### src/rtl/regfile_bist_ctrl.sv
`default_nettype none
// ============================================================================
// Module      : regfile_bist_ctrl
// Description : Register-file BIST sequencer. Writes a pattern over
//               FIRST_REG..LAST_REG, reads it back in pairs and reports the
//               result. Define REGFILE_BIST_INVERT_PASS_EN to add a second
//               pass that uses the inverted pattern.
// Revision    : 1.0 - initial release
// ============================================================================
module regfile_bist_ctrl #(
    parameter int unsigned FIRST_REG = 8,
    parameter int unsigned LAST_REG  = 25,
    parameter int unsigned DATA_BASE = 1
) (
    input  logic        Clk,
    input  logic        Reset,
    input  logic        Start,
    input  logic [31:0] ReadData1,
    input  logic [31:0] ReadData2,
    output logic        RegWrite,
    output logic [4:0]  WriteRegister,
    output logic [31:0] WriteData,
    output logic [4:0]  ReadRegister1,
    output logic [4:0]  ReadRegister2,
    output logic        Busy,
    output logic        Done,
    output logic        Pass,
    output logic [5:0]  FailCount,
    output logic [4:0]  FirstFailReg
);

    localparam logic [2:0] S_IDLE   = 3'd0;
    localparam logic [2:0] S_WRITE  = 3'd1;
    localparam logic [2:0] S_RADDR  = 3'd2;
    localparam logic [2:0] S_RCHECK = 3'd3;
    localparam logic [2:0] S_FINISH = 3'd4;

    localparam logic [4:0]  C_FIRST   = 5'(FIRST_REG);
    localparam logic [4:0]  C_LAST    = 5'(LAST_REG);
    localparam logic [31:0] C_FIRST32 = 32'(FIRST_REG);
    localparam logic [31:0] C_BASE    = 32'(DATA_BASE);

    logic [2:0]  state_q, state_d;
    logic [4:0]  idx_q, idx_d;
    logic        inv_q, inv_d;
    logic        regwrite_q, regwrite_d;
    logic [4:0]  wreg_q, wreg_d;
    logic [31:0] wdata_q, wdata_d;
    logic [4:0]  rreg1_q, rreg1_d;
    logic [4:0]  rreg2_q, rreg2_d;
    logic        busy_q, busy_d;
    logic        done_q, done_d;
    logic        pass_q, pass_d;
    logic [5:0]  failcnt_q, failcnt_d;
    logic [4:0]  firstfail_q, firstfail_d;

    logic        w_last_pair;
    logic        w_mis1;
    logic        w_mis2;
    logic [6:0]  w_fail_sum;

    function automatic logic [31:0] pattern(input logic [4:0] idx, input logic inv);
        logic [31:0] v;
        v = {27'd0, idx} - C_FIRST32 + C_BASE;
        return inv ? ~v : v;
    endfunction

    // Register 0 is hardwired to zero in the target file, whatever was written.
    function automatic logic [31:0] expected(input logic [4:0] idx, input logic inv);
        return (idx == 5'd0) ? 32'd0 : pattern(idx, inv);
    endfunction

    assign w_last_pair = (idx_q == C_LAST) || (({1'b0, idx_q} + 6'd1) == {1'b0, C_LAST});

    always_ff @(posedge Clk) begin
        if (Reset) begin
            state_q     <= S_IDLE;
            idx_q       <= 5'd0;
            inv_q       <= 1'b0;
            regwrite_q  <= 1'b0;
            wreg_q      <= 5'd0;
            wdata_q     <= 32'd0;
            rreg1_q     <= 5'd0;
            rreg2_q     <= 5'd0;
            busy_q      <= 1'b0;
            done_q      <= 1'b0;
            pass_q      <= 1'b0;
            failcnt_q   <= 6'd0;
            firstfail_q <= 5'd0;
        end else begin
            state_q     <= state_d;
            idx_q       <= idx_d;
            inv_q       <= inv_d;
            regwrite_q  <= regwrite_d;
            wreg_q      <= wreg_d;
            wdata_q     <= wdata_d;
            rreg1_q     <= rreg1_d;
            rreg2_q     <= rreg2_d;
            busy_q      <= busy_d;
            done_q      <= done_d;
            pass_q      <= pass_d;
            failcnt_q   <= failcnt_d;
            firstfail_q <= firstfail_d;
        end
    end

    always_comb begin
        state_d = state_q;
        idx_d   = idx_q;
        inv_d   = inv_q;
        case (state_q)
            S_IDLE: begin
                if (Start) begin
                    state_d = S_WRITE;
                    idx_d   = C_FIRST;
                    inv_d   = 1'b0;
                end
            end
            S_WRITE: begin
                if (idx_q == C_LAST) begin
                    state_d = S_RADDR;
                    idx_d   = C_FIRST;
                end else begin
                    idx_d = idx_q + 5'd1;
                end
            end
            S_RADDR: state_d = S_RCHECK;
            S_RCHECK: begin
                if (w_last_pair) begin
`ifdef REGFILE_BIST_INVERT_PASS_EN
                    if (!inv_q) begin
                        state_d = S_WRITE;
                        idx_d   = C_FIRST;
                        inv_d   = 1'b1;
                    end else begin
                        state_d = S_FINISH;
                    end
`else
                    state_d = S_FINISH;
`endif
                end else begin
                    state_d = S_RADDR;
                    idx_d   = idx_q + 5'd2;
                end
            end
            S_FINISH: state_d = S_IDLE;
            default:  state_d = S_IDLE;
        endcase
    end

    // Outputs are registered: their next values follow the next state.
    always_comb begin
        w_mis1      = (state_q == S_RCHECK) && (ReadData1 != expected(rreg1_q, inv_q));
        w_mis2      = (state_q == S_RCHECK) && (rreg2_q != rreg1_q)
                      && (ReadData2 != expected(rreg2_q, inv_q));
        w_fail_sum  = {1'b0, failcnt_q} + {6'd0, w_mis1} + {6'd0, w_mis2};
        regwrite_d  = (state_d == S_WRITE);
        busy_d      = (state_d == S_WRITE) || (state_d == S_RADDR) || (state_d == S_RCHECK);
        done_d      = (state_d == S_FINISH);
        wreg_d      = wreg_q;
        wdata_d     = wdata_q;
        rreg1_d     = rreg1_q;
        rreg2_d     = rreg2_q;
        pass_d      = pass_q;
        failcnt_d   = failcnt_q;
        firstfail_d = firstfail_q;

        if (state_d == S_WRITE) begin
            wreg_d  = idx_d;
            wdata_d = pattern(idx_d, inv_d);
        end
        if (state_d == S_RADDR) begin
            rreg1_d = idx_d;
            rreg2_d = (idx_d == C_LAST) ? idx_d : idx_d + 5'd1;
        end

        if ((state_q == S_IDLE) && Start) begin
            failcnt_d   = 6'd0;
            firstfail_d = 5'd0;
        end else if (state_q == S_RCHECK) begin
            failcnt_d = (w_fail_sum > 7'd63) ? 6'd63 : w_fail_sum[5:0];
            if ((failcnt_q == 6'd0) && (w_mis1 || w_mis2)) begin
                firstfail_d = w_mis1 ? rreg1_q : rreg2_q;
            end
        end

        if (state_d == S_FINISH) begin
            pass_d = (failcnt_d == 6'd0);
        end
    end

    assign RegWrite      = regwrite_q;
    assign WriteRegister = wreg_q;
    assign WriteData     = wdata_q;
    assign ReadRegister1 = rreg1_q;
    assign ReadRegister2 = rreg2_q;
    assign Busy          = busy_q;
    assign Done          = done_q;
    assign Pass          = pass_q;
    assign FailCount     = failcnt_q;
    assign FirstFailReg  = firstfail_q;

endmodule
`default_nettype wire

### config.mk
export PLATFORM = sky130hd
export DESIGN_NAME = regfile_bist_ctrl
export DESIGN_NICKNAME = d
export VERILOG_FILES = /design/src/rtl/regfile_bist_ctrl.sv
export SDC_FILE = /design/constraint.sdc
export NUM_CORES = 1
export LEC_CHECK = 0
export CAP_MARGIN = 20
export CORE_MARGIN = 5
export CORE_UTILIZATION = 47
export DETAILED_ROUTE_END_ITERATION = 8
export PLACE_DENSITY = 0.8
export SYNTH_ARGS = -nofsm -noshare
export SYNTH_HDL_FRONTEND = slang
export SYNTH_SLANG_ARGS = --single-unit
### constraint.sdc
create_clock -name Clk -period 5 [get_ports Clk]
set_input_delay 1 -clock Clk [delete_from_list [all_inputs] [get_ports Clk]]
set_output_delay 1 -clock Clk [all_outputs]
set_load 0.05 [all_outputs]
==> flow_metrics.py <==
metrics = {
    "routing": {
        "drt_iter0_markers": 196,
        "route.detailed.wl_per_inst_um": 16.0,
        "remaining_drc_errors": 0,
        "finalWirelength_mm": 10.8,
        "postRouteAntennaNets": 0,
        "avgViaCountPerCell": 5.65,
        "drt_pass1_iterations": 5,
        "wirelength_met1_mm": 4.68,
        "top_signal_layer_used": "met4",
        "routed-wl-met2_mm": 5.19,
        "wl_met3_um": 827,
        "routed-via-count": 3834,
    },
    "min_path": {
        "hold_start": "WriteData[1]",
        "worst_hold_check_path_type": "register to register",
        "whs_path_depth": 2,
        "worst_hold_path.endpoint": "WriteData[1]",
    },
    "sta": {
        "final-max-slew-violation-count": 0,
        "worst-slew-pin-transition_ps": 711,
        "fin_crit_sh_pct": 89.2,
        "unrepaired_setup_endpoints_after_global_routing": "no",
        "fin_setup_tns_ps": 0,
        "maxSlewHeadroom_pct": 52.5,
        "max_clock_freq_mhz": 224,
        "hold_fails_final_rpt": 0,
        "postLayoutSetupSlackWorst_ps": 541,
        "timing.clock.skew_ps": 7.70,
        "timing.final.setup_violations": 0,
        "period_minus_slack_ps": 4460,
    },
    "final_layout": {
        "commonest_non_fill_non_tap_cell_in_the_layout": "sky130_fd_sc_hd__clkdlybuf4s50_1",
        "final_layout_size_suffix_gt1_share_pct": 4.71,
        "area_growth_pct": 33.3,
        "nNetsFinal": 654,
        "finish.utilization_pct": 63.4,
        "antenna_cells_inserted": 0,
        "layout.cells.most_common_list": "128 x sky130_fd_sc_hd__clkdlybuf4s50_1, 50 x sky130_fd_sc_hd__nor2_1, 46 x sky130_fd_sc_hd__dfxtp_1",
        "non_filler_instance_count_after_layout": 678,
    },
    "power": {
        "total_power_w": 0.00106,
        "cell_area_power_density_mw_per_mm2": 206,
        "peakVddDrop_mv": 0.193,
        "power_leakage_nw": 1.91,
    },
    "clocking": {
        "cts.root.buffer_cell": "sky130_fd_sc_hd__clkbuf_8",
        "clock_tree.htree_level_count": 2,
        "cts.repair.resized": 0,
        "clk_pin_slew_ps": 90,
        "clock-sinks": 46,
        "cts_tree": "done",
        "clockBufferDepth": 2,
        "cts_hold_buf": 0,
        "postCtsSetupRepairBufs": 0,
        "cts_buffers": 5,
        "clock_insertion_delay_worst_skew_ps": 300,
    },
    "worst_setup_path": {
        "r2r_slack_ps": 560,
        "worstReg2RegEnd": "Pass",
        "timing.critical_path.arrival_ps": 4700,
        "highest_delay_cell_along_the_critical_path": "sky130_fd_sc_hd__or4_1",
        "rr_startpoint": "ReadRegister1[0]",
        "critical_path_peak_fanout": 5,
        "cp.buffers_inverters": 1,
        "setup.worst_path.class": "primary input to register",
        "timing.critical_path.from_type": "primary input",
        "cpPeakStageDelay_ps": 480,
        "critical-path-top-delay-family": "simple AND/OR/NAND/NOR gates",
        "rr_worst_depth": 17,
        "crit_path_cell_trace": "clkdlybuf4s50_1 > nor4_1 > nand4_1 > or4_1 > a32oi_1 > o221a_2 > nor2_2 > fa_1 > ha_1 > and3_1 > nand3_1 > nand2_1 > o21ai_0 > o211ai_1 > o31a_1 > nor2_1",
        "cp-end-kind": "register",
        "worst-endpoint-required_ps": 5240,
    },
    "die": {
        "placeableCoreArea_mm2": 0.00809,
        "ioPinCount": 129,
        "rows": 33,
        "initial_utilization_pct": 47.6,
        "floorplan.die.height_um": 101,
        "die_w_um": 101,
        "die_area_mm2": 0.0101,
    },
    "place": {
        "place.gp.congestion": 0.902,
        "place.port_buffers": 128,
        "place.detailed.instances": 670,
        "place_hpwl_mm": 8.49,
        "dp_slack_ps": 315,
    },
    "outcome": {
        "run_status": "finished clean",
    },
    "synth": {
        "synth_edf_count": 0,
        "mappedNetlistArea_mm2": 0.00385,
        "ys_async_sr_fraction_pct": 0,
        "post_synth.cell_area_avg_um2": 8.01,
        "synth_seq_area_share_pct": 23.9,
        "syn-instance-count": 481,
        "yosysWarningCount": 0,
        "ys_seq_elements": 46,
        "ys_dominant_reg_cell": "sky130_fd_sc_hd__dfxtp_1",
        "synth_fp_nets": 563,
        "cell_variety_after_synth": 73,
    },
    "grt": {
        "globalRouteTotalUtil_pct": 20.6,
        "grt_pass1_wl_mm": 17.3,
        "global_route.overflow_total": 0,
        "grt_antenna_before_repair": 0,
        "number_of_global_route_vias_before_repair": 3684,
        "pin_count_of_the_biggest_net_entering_global_routing": 45,
    },
    "flow_run": {
        "cap_violations": 0,
    },
}
==> where the power goes <==
| part | switching, W | internal, W |
|---|---|---|
| registers | 0.0000154 | 0.000378 |
| logic | 0.000199 | 0.000134 |
| clock network | 0.000132 | 0.000200 |
==> cell usage after synthesis, drive strengths merged, types with 3 or more instances <==
cell type  number  area share [%]
a21oi          25             3.2
and3            7             1.3
nand4          20             3.2
nor3b           4            0.78
nor4b           4             1.9
nand3b          3            0.58
dfxtp          46              24
nor2b           3            0.49
o211a           4             1.0
inv            21             2.0
nand2          27             2.6
or4             3            0.58
a21o           11             2.1
a211oi         11             2.3
xor2            9             2.0
o2111ai         3            0.68
mux2i           8             2.1
nand3          15             1.9
o21ai          11             1.4
a31oi           3            0.49
nor2           51             5.0
or2             3            0.49
or3             4            0.65
nor4           19             3.2
nor3           16             2.1
a311o           3            0.78
buf            33             6.4
o211ai          3            0.58
xnor2          25             5.7
and2            3            0.49
a22oi           3            0.58
a32oi           3            0.68
xnor3           3             1.8
clkbuf         16             1.6
ha             14             4.5
nand2b         12             1.9
==> metrics by stage <==
step / instance area, um^2 / hold WS (ps)
floorplan: 3850 / 497
global placement: 5000 / 445
detailed placement: 5000 / 453
CTS: 5130 / 472
global route: 5130 / 504
finish: 5130 / 467
==> layout make-up <==
cell class / instances / area (um^2)
tap: 105 / 131
multi-input combinational: 365 / 2550
timing repair buffer: 133 / 1320
sequential: 46 / 921
inverter: 21 / 78.8
clock inverter: 3 / 68.8
clock buffer: 5 / 68.8
fill: 715 / 2960
==> flip-flops by register name, summed over array words and instances (netlist names), 3 cells and up <==
| register | flops |
|---|---|
| ReadRegister2 | 5 |
| WriteData | 7 |
| FailCount | 6 |
| state_q | 3 |
| FirstFailReg | 5 |
| WriteRegister | 5 |
| idx_q | 5 |
| ReadRegister1 | 5 |
==> per-layer routing <==
layer  GRT usage (%)  vias to the layer above
met2            35.2                      143
met3            5.47                       15
li1                -                     1940
met1            25.4                     1736
met4            6.32                        0
met5               0                        -
==> worst max-delay path by stage <==
stage                 to  cells past startpoint             start  slack, ps
global placement    Pass                     16      ReadData1[9]        370
finish              Pass                     16      ReadData1[6]        540
global route        Pass                     16      ReadData1[6]        310
detailed placement  Pass                     16      ReadData1[6]        310
CTS                 Pass                     16      ReadData1[6]        530
floorplan           Pass                     18  ReadRegister1[0]        790
==> cell families after synthesis <==
logic type | after synthesis | share of synthesized area (%)
AND/OR/NAND/NOR | 202 | 29.3
flip-flops | 46 | 23.9
adder cells (fa/ha/maj) | 15 | 5.07
multiplexers | 8 | 2.08
XOR/XNOR | 37 | 9.49
buffers and inverters | 70 | 9.97
AO/OA/AOI/OAI | 103 | 20.1
==> worst min-delay path, delay by kind of cell, from the launching register on <==
kind | cells | cell delay [ps]
DFF | 1 | 320
and+or+nand+nor | 1 | 50
AOI/OAI and AO/OA | 1 | 50
(Power assumes the default switching activity.)
